[config.mk]
export PLATFORM = sky130hd
export DESIGN_NAME = spi_frame_controller
export DESIGN_NICKNAME = d
export VERILOG_FILES = /design/src/rtl/spi_frame_controller.sv
export SDC_FILE = /design/constraint.sdc
export NUM_CORES = 1
export LEC_CHECK = 0
export ABC_AREA = 1
export BUFFER_PORTS_ARGS = -buffer_cell sky130_fd_sc_hd__buf_2
export CORE_ASPECT_RATIO = 0.7
export CORE_MARGIN = 3
export CORE_UTILIZATION = 30
export CTS_BUF_LIST = sky130_fd_sc_hd__clkbuf_16
export DETAILED_ROUTE_END_ITERATION = 10
export PLACE_DENSITY_LB_ADDON = 0.05
export SLEW_MARGIN = 40
export SYNTH_ARGS = -nofsm -noshare
export SYNTH_HDL_FRONTEND = slang
export SYNTH_SLANG_ARGS = --single-unit
[constraint.sdc]
create_clock -name clk -period 4.5 [get_ports clk]
set_clock_uncertainty 0.15 [all_clocks]
set_input_delay 0.9 -clock clk [delete_from_list [all_inputs] [get_ports clk]]
set_output_delay 0.9 -clock clk [all_outputs]
set_load 0.005 [all_outputs]
[src/rtl/spi_frame_controller.sv]
// spi_frame_controller
// --------------------------------------------------------------------------
// Frame-level SPI slave controller. It consumes pre-conditioned SPI signals
// (synchronised chip select, one-clk SCLK edge pulses, MOSI level). It turns
// each frame into one register-file access.
//
// Frame layout, MSB first, sampled on SCLK rising edges:
//   ADDR_WIDTH address bits, one R/W bit (1 = read), then DATA_WIDTH data bits.
//   Write: the data bits arrive on MOSI and are committed with one wr_en pulse.
//   Read : rd_en is pulsed once and rd_data is loaded one clk later. The data
//          is then shifted out on MISO and changes on SCLK falling edges.
//
// Ports
//   clk, reset_n      single clock; asynchronous active-low reset
//   cs_cond           conditioned chip select, active low
//   sclk_posedge      one-clk pulse per SCLK rising edge
//   sclk_negedge      one-clk pulse per SCLK falling edge
//   mosi_cond         conditioned MOSI level
//   rd_data           register-file read data, valid one clk after rd_en
//   addr, wr_data     captured address / write data
//   wr_en, rd_en      register-file strobes
//   miso, miso_oe     serial read data and its tristate enable
//   busy              high whenever the FSM is not IDLE
//   state_dbg         current FSM state. Encoding: 0 IDLE, 1 ADDR, 2 READ_REQ,
//                     3 READ_LOAD, 4 READ_TX, 5 WRITE_RX, 6 WRITE_COMMIT, 7 DONE
//
// Strobe semantics: wr_en and rd_en are single-clk pulses with no handshake.
// The register file must accept a write in the wr_en cycle, with addr and
// wr_data stable. It must return read data on the clk after rd_en.
// --------------------------------------------------------------------------
module spi_frame_controller #(
  parameter int ADDR_WIDTH = 7,
  parameter int DATA_WIDTH = 8
) (
  input  logic                  clk,
  input  logic                  reset_n,
  input  logic                  cs_cond,
  input  logic                  sclk_posedge,
  input  logic                  sclk_negedge,
  input  logic                  mosi_cond,
  input  logic [DATA_WIDTH-1:0] rd_data,
  output logic [ADDR_WIDTH-1:0] addr,
  output logic [DATA_WIDTH-1:0] wr_data,
  output logic                  wr_en,
  output logic                  rd_en,
  output logic                  miso,
  output logic                  miso_oe,
  output logic                  busy,
  output logic [2:0]            state_dbg
);

  typedef enum logic [2:0] {
    S_IDLE         = 3'd0,
    S_ADDR         = 3'd1,
    S_READ_REQ     = 3'd2,
    S_READ_LOAD    = 3'd3,
    S_READ_TX      = 3'd4,
    S_WRITE_RX     = 3'd5,
    S_WRITE_COMMIT = 3'd6,
    S_DONE         = 3'd7
  } state_t;

  localparam int MAX_BITS = (ADDR_WIDTH + 1 > DATA_WIDTH) ? ADDR_WIDTH + 1 : DATA_WIDTH;
  localparam int CNT_W    = $clog2(MAX_BITS + 1);
  localparam logic [CNT_W-1:0] ADDR_LAST = CNT_W'(ADDR_WIDTH);
  localparam logic [CNT_W-1:0] DATA_LAST = CNT_W'(DATA_WIDTH - 1);

  state_t                  state, state_next;
  // Only the address bits are stored. The trailing R/W bit is acted on
  // directly from mosi_cond on the final address posedge.
  logic [ADDR_WIDTH-1:0]   addr_sr;
  logic [DATA_WIDTH-1:0]   tx_sr;
  logic [CNT_W-1:0]        bit_cnt;
  logic                    present_seen;
  logic                    cs_armed;
  logic                    pos_evt, neg_evt, addr_done, data_done;

  // A falling-edge pulse coincident with a rising-edge pulse is dropped.
  assign pos_evt   = sclk_posedge;
  assign neg_evt   = sclk_negedge & ~sclk_posedge;
  assign addr_done = pos_evt && (bit_cnt == ADDR_LAST);
  assign data_done = pos_evt && (bit_cnt == DATA_LAST);
  assign state_dbg = state;

  // State register
  always_ff @(posedge clk or negedge reset_n) begin
    if (!reset_n) state <= S_IDLE;
    else          state <= state_next;
  end

  // Next-state logic. Chip-select release wins over every other event.
  always_comb begin
    state_next = state;
    if (state != S_IDLE && cs_cond) begin
      state_next = S_IDLE;
    end else begin
      case (state)
        S_IDLE:         if (!cs_cond && cs_armed) state_next = S_ADDR;
        S_ADDR:         if (addr_done) state_next = mosi_cond ? S_READ_REQ : S_WRITE_RX;
        S_READ_REQ:     state_next = S_READ_LOAD;
        S_READ_LOAD:    state_next = S_READ_TX;
        S_READ_TX:      if (data_done) state_next = S_DONE;
        S_WRITE_RX:     if (data_done) state_next = S_WRITE_COMMIT;
        S_WRITE_COMMIT: state_next = S_DONE;
        S_DONE:         state_next = S_DONE;
        default:        state_next = S_IDLE;
      endcase
    end
  end

  // Output decode. Every output is derived from the state, so reset clears
  // it immediately along with the state register.
  always_comb begin
    wr_en   = 1'b0;
    rd_en   = 1'b0;
    miso_oe = 1'b0;
    miso    = 1'b0;
    busy    = 1'b0;
    if (state == S_WRITE_COMMIT) wr_en = 1'b1;
    if (state == S_READ_REQ)     rd_en = 1'b1;
    if (state == S_READ_TX) begin
      miso_oe = 1'b1;
      miso    = tx_sr[DATA_WIDTH-1];
    end
    if (state != S_IDLE) busy = 1'b1;
  end

  // Datapath: shift registers, bit counter, present-edge flag.
  // cs_armed blocks a chip select that was already low when reset released.
  // A frame starts only after cs_cond has been seen high at least once.
  always_ff @(posedge clk or negedge reset_n) begin
    if (!reset_n) begin
      addr_sr      <= '0;
      addr         <= '0;
      wr_data      <= '0;
      tx_sr        <= '0;
      bit_cnt      <= '0;
      present_seen <= 1'b0;
      cs_armed     <= 1'b0;
    end else begin
      if (cs_cond) cs_armed <= 1'b1;
      if (!cs_cond) begin
        case (state)
          S_IDLE: begin
            addr_sr      <= '0;
            bit_cnt      <= '0;
            present_seen <= 1'b0;
          end
          S_ADDR: begin
            if (pos_evt) begin
              addr_sr <= {addr_sr[ADDR_WIDTH-2:0], mosi_cond};
              if (addr_done) begin
                addr    <= addr_sr;
                bit_cnt <= '0;
              end else begin
                bit_cnt <= bit_cnt + 1'b1;
              end
            end
          end
          // The first falling edge after the address is the present edge.
          // The master expects the MSB to be on MISO already, so it only
          // records that the edge happened.
          S_READ_REQ: begin
            if (neg_evt) present_seen <= 1'b1;
          end
          S_READ_LOAD: begin
            tx_sr   <= rd_data;
            bit_cnt <= '0;
            if (neg_evt) present_seen <= 1'b1;
          end
          S_READ_TX: begin
            if (pos_evt) begin
              bit_cnt <= bit_cnt + 1'b1;
            end else if (neg_evt) begin
              if (present_seen) tx_sr <= {tx_sr[DATA_WIDTH-2:0], 1'b0};
              else              present_seen <= 1'b1;
            end
          end
          S_WRITE_RX: begin
            if (pos_evt) begin
              wr_data <= {wr_data[DATA_WIDTH-2:0], mosi_cond};
              bit_cnt <= bit_cnt + 1'b1;
            end
          end
          default: ;
        endcase
      end
    end
  end

endmodule

==> summary.md, run 1 <==
| Metric | Value |
|---|---|
| Clk pin slew, worst setup/hold paths | approximately 0.050 ns |
| Post-Route WL | roughly 4400 um |
| First-pass DRT Iterations | 4 |
| Initial DRC Count | 56 |
| Share of cells above drive strength 1 | roughly 23% |
| Fin util | 38.40% |
| Ys Warns | 0 |
| Die width | roughly 100 um |
| Register share of total power | between 40% and 50% |
| Mapped cell area | 1932 um2 |
| Hold_buf cts | 0 |
| Cell Rows | 23 |
| Switching power | 534.3 uW |
| Clk Latency, worst-skew pair | about 0.28 ns |
| Avg WL per Cell | 12.88 um |
| Least-Margin Pin Slew | 0.6193 ns |
| Data required, critical path | 3.45 ns |
| Buf+Inv Stages, Crit Path | 1 |
| Cell count after synthesis | 232 |
| Sum of negative setup slack | 0 ns |
| Grt ovf | 0 |
| Hold Vio Cnt, Final | 0 |
| Power Total | 1367 uW |
| Initial antenna violation count | 0 |
| TritonCTS clock tree | done |
| Number of port buffers | 36 |
| Most common cell after layout, fill and taps aside | nand2_1 |
| Clock sink total | 39 |
| Setup crit end kind | output port |
| Comb pwr share | about a third |
| Die ar. | 7454 um2 |
| Max-cap violations | 0 |
| Gr usage total | 12.88% |
| Worst Hold Class | flip-flop to flip-flop |
| Post-CTS setup buffers | 0 |
| Vias per Instance | 4.622 |
| CP cell instances | nor2_2, nand2_2, nor2_1, buf_2 |
| Root buffer cell | clkbuf_16 |
| Worst slew margin | 58.71% |
| #FFs+latches synth | 39 |
| Total CTS buffers | 5 |
| Yosys cell types | 31 |
| Lkg Pwr | 0.001204 uW |
| Worst EP arrival | roughly 1.7 ns |
| Post-CTS sizing | 0 |
| Sequential fraction of the synthesis area | around half |
| Final Max Tran Viols | 0 |
| Layout Nets | 283 |
| RSZ-0062 raised after global routing | false |
| Clock buffer depth | 2 |
| Layout area overhead | 18.98% |
| Sw frac | 39.09% |
| Setup crit start kind | flip-flop |
| Largest net degree at the start of global routing | 40 |
| Remaining DRCs | 0 |
| Core box area | 5986 um2 |
| Inserted Diodes | 0 |
| Final GP Congestion | 0.8113 |
| Fmax | 365.4 MHz |
| First-pass GRT wire length | 7521 um |
| Vias in the first global route | roughly 1500 |
| Most frequent cells in the layout | nand2_1, dfrtp_1, buf_2 |
| Worst hold slack | approximately 0.32 ns |
| Chip height | about 73 um |
| Tmin final | 2.737 ns |
| Syn_area_per_cell | 8.327 um2 |
| Delay of the slowest critical-path stage | between 0.5 and 0.6 ns |
| Slowest CP cell | dfrtp_1 |
| Power Density | slightly below 600 nW/um2 |
| Routed vias | 1590 |
| Max VDD drop | 197.6 uV |
| Setup CP Type | flip-flop to output port |
| Crit share post-route | approximately three fifths |
| Crit-path leading delay family | simple AND/OR/NAND/NOR gates |
| Status | finished, final reports clean |
| Initial Util | ~32% |
| Dpl hpwl | 3288 um |
| I/O pin total | 37 |
| Synth Net Count | 247 |
| Crit path max fanout | 15 |
| Endpoints failing setup | 0 |
| Clk pwr share | 24.2% |
| Routed Antenna Nets | 0 |
| Pint | between 800 and 900 uW |
| Htree depth | 2 |
==> stage by stage <==
| stage | area [um2] | cells | worst slack (ns) |
|---|---|---|---|
| after floorplan | 1932 | 232 | 2.381 |
| final | 2298 | 344 | 1.763 |
| after global routing | 2298 | 344 | 1.576 |
| after detailed placement | 2161 | 336 | 2.051 |
| after CTS | 2298 | 344 | 1.753 |
| after global placement | 2158 | 336 | 2.105 |
==> flip-flops by register name (all words and copies together) (netlist names) <==
signal        count
present_seen      1
addr_sr           7
state_dbg         3
addr              7
tx_sr             8
bit_cnt           4
wr_data           8
cs_armed          1
==> synth_stat cells <==
cell / count / area (um2)
a21oi_1: 8 / 40.04
nor2_1: 13 / 48.80
buf_4: 3 / 22.52
nand2_2: 2 / 12.51
o22ai_1: 6 / 37.54
buf_6: 1 / 11.26
o211ai_1: 1 / 7.510
nand3b_2: 1 / 11.26
nand3_4: 1 / 17.52
nand3b_1: 1 / 7.510
nor3_1: 1 / 5.000
nand2_1: 77 / 289.0
dfrtp_1: 39 / 975.9
o21ai_1: 4 / 20.02
inv_2: 1 / 3.750
buf_1: 1 / 3.750
nand3_1: 18 / 90.09
nor3_4: 1 / 16.27
o21ai_2: 7 / 61.31
nor2_2: 4 / 25.02
nand4_1: 10 / 62.56
xor2_1: 1 / 8.760
buf_2: 2 / 10.01
ha_1: 1 / 12.51
nand3_2: 1 / 10.01
nand2_4: 1 / 11.26
xnor2_1: 1 / 8.760
a22oi_1: 1 / 7.510
o21ai_0: 2 / 10.01
clkinv_2: 1 / 5.000
inv_1: 21 / 78.83
==> final cells by class <==
cell class                      count  area (um2)
Timing Repair Buffer               36       182.7
Clock inverter                      3       12.51
Sequential cell                    39       975.9
Multi-Input combinational cell    163       820.8
Clock buffer                        5       125.1
Tap cell                           75       93.84
Inverter                           23       87.58
Fill cell                         649        3687
==> worst register-to-register path, delay by kind of cell, from the launching register on <==
kind | cells | cell delay (ns)
compound gates | 1 | 0.12
flops | 1 | 0.73
simple gates | 4 | 0.81
==> power by group through the flow <==
stage               logic [uW]  clock network, uW  registers [uW]
floorplan                  363                  0             524
global placement           483                  0             571
detailed placement         478                  0             566
CTS                        479                340             563
global route               549                359             582
finish                     473                331             563
==> path summary, 6_finish.rpt <==
path	start	end	slack, ns	cells past startpoint
setup reg to reg	state_dbg[2]$_DFFE_PN0P_	addr_sr[1]$_DFFE_PN0P_	2.54	5
min in group asynchronous	reset_n	addr[3]$_DFFE_PN0P_	0.45	1
hold / removal	cs_armed$_DFFE_PN0P_	cs_armed$_DFFE_PN0P_	0.32	2
max in group asynchronous	reset_n	tx_sr[2]$_DFFE_PN0P_	3.40	1
hold reg to reg	cs_armed$_DFFE_PN0P_	cs_armed$_DFFE_PN0P_	0.32	2
setup / recovery	state_dbg[0]$_DFFE_PN0P_	miso	1.76	4
==> layer usage <==
metal | GRT usage [%] | part of all wire [%] | routed length, um | up-vias
li1 | - | - | - | 832
met1 | 20.93 | 57 | 2525 | 727
met2 | 16.38 | 39 | 1710 | 29
met3 | 3.820 | 4.1 | 180 | 2
met4 | 2.620 | 0.34 | 15 | 0
met5 | 0 | 0 | 0 | -
==> cell families (layout without fill, tap and decap cells) <==
logic type | after synthesis | count (layout) | share of synthesized area [%]
simple gates | 131 | 131 | 31.41
flops | 39 | 39 | 50.52
buf+inv | 30 | 67 | 6.994
compound gates | 29 | 29 | 9.521
xor+xnor | 2 | 2 | 0.9069
fa+ha+maj | 1 | 1 | 0.6476
Power figures use the tool's default switching activity.
==> run 2: changes to the inputs <==
==> constraint.sdc (replaced) <==
create_clock -name clk -period 2.3 [get_ports clk]
set_clock_uncertainty 0.15 [all_clocks]
set_input_delay 0.46 -clock clk [delete_from_list [all_inputs] [get_ports clk]]
set_output_delay 0.46 -clock clk [all_outputs]
set_load 0.005 [all_outputs]
==> summary.md, run 2 (same netlist as run 1, synthesis figures left out) <==
| Metric | Value |
|---|---|
| Reg2reg setup slack | 0.44 ns (-2.10 ns) |
| Die width | 101.9 um (unchanged) |
| Grt ovf | 0 (unchanged) |
| Layout Nets | 288 (+1.8%) |
| Sw frac | 38.70% (-0.39 points) |
| Crit path max fanout | 9 (-6) |
| Total CTS buffers | 5 (unchanged) |
| Layout area overhead | 20.79% |
| Worst slew margin | 63.96% (+5.3 points) |
| Dpl cells | 341 (+1.5%) |
| Gr usage total | 13.23% (+0.35 points) |
| Vias per Instance | 4.567 (-1.2%) |
| Post-Route WL | 4480 um (+1.1%) |
| Cell Rows | 23 (unchanged) |
| Post-CTS setup buffers | 0 (unchanged) |
| Setup crit start kind | flip-flop |
| Hold Vio Cnt, Final | 0 (unchanged) |
| GR Util met2 | 17.32% (+0.94 points) |
| Power Total | 2713 uW (+98%) |
| Data required, critical path | 1.69 ns (-1.76 ns) |
| Filler cells | 651 (+0.31%) |
| Least-Margin Pin Slew | 0.5388 ns (-0.08056 ns) |
| Worst r2r src | state_dbg[0]$_DFFE_PN0P_ |
| Critical Path Start | state_dbg[1]$_DFFE_PN0P_ |
| Worst Hold Class | input pin to async pin |
| Chip height | 73.14 um (unchanged) |
| Remaining DRCs | 0 (unchanged) |
| Dpl hpwl | 3269 um (-0.59%) |
| Met1 Resource Use GR | 20.68% (-0.25 points) |
| Crit path capture | busy |
| Multi-input gate area | 820.8 um2 (unchanged) |
| Fmax | 495.8 MHz |
| Met3 GRT Util | 3.820% (unchanged) |
| TritonCTS clock tree | done |
| Avg WL per Cell | 12.84 um (-0.37%) |
| Tmin final | 2.017 ns |
| Gr busiest metal | met1 |
| First-pass DRT Iterations | 4 (unchanged) |
| R2r worst-path depth | 5 (unchanged) |
| Final GP Congestion | 0.7838 (-3.4%) |
| Most common cell after layout, fill and taps aside | nand2_1 |
| Pint | 1663 uW (+100%) |
| Placement Cell Area | 2196 um2 (+1.6%) |
| Hold_buf cts | 0 (unchanged) |
| Post-CTS sizing | 0 (unchanged) |
| Largest net degree at the start of global routing | 40 (unchanged) |
| Routed vias | 1594 (+0.25%) |
| Clock buffer depth | 2 (unchanged) |
| Fin area | 2333 um2 (+1.5%) |
| Comb pwr share | 36.6% (+2.0 points) |
| Initial DRC Count | 60 (+7.1%) |
| I/O pin total | 37 (unchanged) |
| Clk pin slew, worst setup/hold paths | 0.06 ns (about the same) |
| Reg2reg end | addr[2]$_DFFE_PN0P_ |
| Core box area | 5986 um2 (unchanged) |
| Fin cells | 349 (+1.5%) |
| Clk pwr share | 23.8% (-0.4 points) |
| RSZ-0062 raised after global routing | false |
| Power Density | 1162 nW/um2 (+96%) |
| Sum of negative setup slack | 0 ns (unchanged) |
| Final Max Tran Viols | 0 (unchanged) |
| Switching power | 1050 uW (+97%) |
| Initial antenna violation count | 0 (unchanged) |
| Max-cap violations | 0 (unchanged) |
| Root buffer cell | clkbuf_16 |
| Setup crit end kind | output port |
| Share of cells above drive strength 1 | 24.45% (+1.4 points) |
| Htree depth | 2 (unchanged) |
| Worst hold slack | 0.08563 ns (-0.2364 ns) |
| Lkg Pwr | 0.001227 uW (+2.0%) |
| Die ar. | 7454 um2 (unchanged) |
| Routed Antenna Nets | 0 (unchanged) |
| Max VDD drop | 484.9 uV (+150%) |
| Clk Latency, worst-skew pair | 0.28 ns (about the same) |
| First-pass GRT wire length | 7590 um (+0.92%) |
| Clock sink total | 39 (unchanged) |
| Register share of total power | 39.6% (-1.6 points) |
| Biggest regs | tx_sr x8, wr_data x8 |
| Vias in the first global route | 1521 (+3.0%) |
| Worst EP arrival | 1.41 ns (-0.28 ns) |
| Seq. cell area | 975.9 um2 (unchanged) |
| Status | finished, final reports clean |
| Endpoints failing setup | 0 (unchanged) |
| Most frequent cells in the layout | nand2_1, dfrtp_1, buf_2 |
| Initial Util | 32.27% (unchanged) |
| Number of port buffers | 36 (unchanged) |
| Inserted Diodes | 0 (unchanged) |
| Crit share post-route | 87.69% |
| Setup CP Type | flip-flop to output port |
[run 2: layer usage]
| metal | up-vias | wire length (um) |
|---|---|---|
| met1 | 715 | 2487 |
| met5 | - | 0 |
| li1 | 839 | - |
| met3 | 2 | 233 |
| met4 | 0 | 33 |
| met2 | 38 | 1726 |
[run 2: how the worst min path moves through the flow]
stage                        start             endpoint  slack, ns
6_report                   reset_n  addr[3]$_DFFE_PN0P_       0.09
5_1_grt                    reset_n  addr[3]$_DFFE_PN0P_       0.14
4_1_cts                    reset_n  addr[5]$_DFFE_PN0P_       0.11
3_5_place_dp   addr[3]$_DFFE_PN0P_  addr[3]$_DFFE_PN0P_       0.31
3_3_place_gp   addr[5]$_DFFE_PN0P_  addr[5]$_DFFE_PN0P_       0.32
2_1_floorplan              reset_n  addr[0]$_DFFE_PN0P_       0.01
[run 2: power groups by stage]
stage / logic, uW / registers [uW] / clock network (uW)
after floorplan: 710 / 1030 / 0
after global placement: 1010 / 1090 / 0
after detailed placement: 1000 / 1080 / 0
after CTS: 1010 / 1070 / 670
after global routing: 1160 / 1110 / 699
final: 992 / 1080 / 645
[run 2: layout make-up]
cell class | count | share of cell area [%]
tap | 75 | 4.021
inverter | 23 | 3.753
clock buffer | 5 | 5.362
sequential | 39 | 41.82
multi-input combinational | 163 | 35.17
clock inverter | 3 | 0.5362
timing repair buffer | 41 | 9.330
[run 2: critical path: stages, from the launching register on]
cell and delay, ns:
dfrtp_1 0.50, nor2_1 0.30, nand2_1 0.17, buf_2 0.16
[run 2: stage by stage]
stage / util [%] / setup slack, ns
after floorplan: - / 0.6215
after global placement: 36.68 / 0.4766
after detailed placement: 36.68 / 0.4566
after CTS: 38.98 / 0.2684
after global routing: 38.98 / 0.1427
final: 38.98 / 0.2831
==> run 3: changes to the inputs <==
==> constraint.sdc (replaced) <==
create_clock -name clk -period 2.3 [get_ports clk]
set_clock_uncertainty 0.15 [all_clocks]
set_input_delay 0.46 -clock clk [delete_from_list [all_inputs] [get_ports clk]]
set_output_delay 0.46 -clock clk [all_outputs]
set_load 0.1 [all_outputs]
==> summary.md, run 3 (same netlist as run 1, synthesis figures left out) <==
| Metric | Value |
|---|---|
| Status | finished, final reports clean |
| R2r worst-path depth | 5 (unchanged) |
| Setup CP Type | flip-flop to output port |
| Lkg Pwr | 0.001219 uW (-0.70%) |
| Crit path max fanout | 19 (+10) |
| Gr usage total | 12.91% (-0.32 points) |
| Clock buffer depth | 2 (unchanged) |
| Tmin final | 2.207 ns (+0.1899 ns) |
| Core box area | 5986 um2 (unchanged) |
| Max VDD drop | 928.9 uV (+92%) |
| Clk Latency, worst-skew pair | 0.28 ns (about the same) |
| Worst slew margin | 64.20% (+0.24 points) |
| Vias in the first global route | 1558 (+2.4%) |
| Dpl hpwl | 3367 um (+3.0%) |
| Fin area | 2402 um2 (+2.9%) |
| Htree depth | 2 (unchanged) |
| Register share of total power | 30.7% (-8.9 points) |
| Most frequent cells in the layout | nand2_1, dfrtp_1, buf_2 |
| Hold Path Stages | 3 |
| Fmax | 453.1 MHz (-8.6%) |
| Avg WL per Cell | 12.95 um (+0.89%) |
| Endpoints failing setup | 0 (unchanged) |
| Layout area overhead | 24.35% |
| Final GP Congestion | 0.8282 (+5.7%) |
| CP cell instances | nor2_1, nand2_2, buf_2 |
| Die width | 101.9 um (unchanged) |
| Number of port buffers | 36 (unchanged) |
| TritonCTS clock tree | done |
| Hold Vio Cnt, Final | 0 (unchanged) |
| Routed Antenna Nets | 0 (unchanged) |
| Hold Startpoint | rd_data[0] |
| Vias per Instance | 4.637 (+1.5%) |
| Delay of the slowest critical-path stage | 0.59 ns (+0.09 ns) |
| Share of cells above drive strength 1 | 26.47% (+2.0 points) |
| Slowest CP cell | dfrtp_4 |
| Data required, critical path | 1.69 ns (about the same) |
| First-pass DRT Iterations | 4 (unchanged) |
| Post-Route WL | 4494 um (+0.31%) |
| Least-Margin Pin Slew | 0.5353 ns (-0.003523 ns) |
| Cell Rows | 23 (unchanged) |
| Crit share post-route | 95.95% (+8.3 points) |
| Layout Nets | 287 (-0.35%) |
| Root buffer cell | clkbuf_16 |
| Final Max Tran Viols | 0 (unchanged) |
| Crit-path leading delay family | flip-flops |
| Initial DRC Count | 100 (+67%) |
| Biggest regs | tx_sr x8, wr_data x8 |
| Total CTS buffers | 5 (unchanged) |
| Setup crit end kind | output port |
| Remaining DRCs | 0 (unchanged) |
| Clk pin slew, worst setup/hold paths | 0.06 ns (about the same) |
| Buf+Inv Stages, Crit Path | 1 (unchanged) |
| Clock sink total | 39 (unchanged) |
| RSZ-0062 raised after global routing | false |
| Clk pwr share | 17.6% (-6.2 points) |
| Worst EP arrival | 1.60 ns (+0.19 ns) |
| Reg2reg setup slack | 0.51 ns (+0.07 ns) |
| Chip height | 73.14 um (unchanged) |
| Comb pwr share | 51.7% (+15 points) |
| Max-cap violations | 0 (unchanged) |
| Inserted Diodes | 0 (unchanged) |
| Worst r2r src | bit_cnt[0]$_DFFE_PN0P_ |
| Power Density | 1532 nW/um2 (+32%) |
| Die ar. | 7454 um2 (unchanged) |
| Sw frac | 54.03% (+15 points) |
| Switching power | 1989 uW (+89%) |
| Setup crit start kind | flip-flop |
| Grt ovf | 0 (unchanged) |
| Initial Util | 32.27% (unchanged) |
| Routed vias | 1609 (+0.94%) |
| First-pass GRT wire length | 7534 um (-0.74%) |
| Reg2reg end | addr[5]$_DFFE_PN0P_ |
| Worst hold slack | 0.2848 ns (+0.1992 ns) |
| Largest net degree at the start of global routing | 23 (-43%) |
| Placement Cell Area | 2256 um2 (+2.7%) |
| Worst Hold Class | input pin to flip-flop |
| WHS Endpoint | tx_sr[0]$_DFFE_PN0P_ |
| I/O pin total | 37 (unchanged) |
| Pint | 1692 uW (+1.8%) |
| Power Total | 3681 uW (+36%) |
| Most common cell after layout, fill and taps aside | nand2_1 |
| Initial antenna violation count | 0 (unchanged) |
-- run 3: worst max-delay path by stage --
| stage | slack (ns) | to | cells after the start | from |
|---|---|---|---|---|
| after floorplan | -0.10 | rd_en | 3 | state_dbg[2]$_DFFE_PN0P_ |
| after global placement | 0.35 | miso_oe | 4 | state_dbg[1]$_DFFE_PN0P_ |
| after detailed placement | 0.32 | miso_oe | 4 | state_dbg[1]$_DFFE_PN0P_ |
| after CTS | 0.01 | miso_oe | 4 | state_dbg[1]$_DFFE_PN0P_ |
| after global routing | 0.05 | busy | 3 | state_dbg[2]$_DFFE_PN0P_ |
| final | 0.09 | busy | 3 | state_dbg[2]$_DFFE_PN0P_ |
-- run 3: area by class of cell --
| cell class | instances | area (um2) |
|---|---|---|
| multi-input combinational | 163 | 859.6 |
| fill | 640 | 3583 |
| tap | 75 | 93.84 |
| sequential | 39 | 984.7 |
| inverter | 23 | 87.58 |
| timing repair buffer | 40 | 242.7 |
| clock inverter | 2 | 8.758 |
| clock buffer | 5 | 125.1 |
-- run 3: power by group through the flow --
stage          clock network [uW]  registers, uW  logic [uW]
2_1_floorplan                   0           1720         975
5_1_grt                       691           1170        2060
3_5_place_dp                    0           1140        1910
4_1_cts                       665           1130        1910
6_report                      649           1130        1900
3_3_place_gp                    0           1140        1920
-- run 3: per-layer routing --
layer / vias up / wire length [um] / global-route usage (%)
met5: - / 0 / 0
met4: 0 / 14 / 3.057
met3: 3 / 252 / 4.202
met2: 33 / 1804 / 17.75
met1: 737 / 2423 / 19.45
li1: 836 / - / -
-- run 3: worst reg2reg max path: cells and delay by family (launching register included) --
kind            cells  cell delay, ns
compound gates      1            0.06
fa+ha+maj           1            0.20
simple gates        3            0.88
flops               1            0.39
-- run 3: what timing repair did --
item                       CTS  global route
setup endpoints to repair    0             1
hold endpoints to repair    17             0
hold buffers                 1             0
resized for setup            0             1
setup buffers                0             0
-- run 3: metrics by stage --
step / cells / setup slack, ns / util [%] / TNS [ns]
after detailed placement: 339 / 0.3162 / 37.69 / 0
after global placement: 339 / 0.3464 / 37.69 / 0
after global routing: 347 / 0.04868 / 40.13 / 0
after CTS: 347 / 0.01208 / 40.09 / 0
after floorplan: 232 / -0.1002 / - / -0.1002
final: 347 / 0.09320 / 40.13 / 0
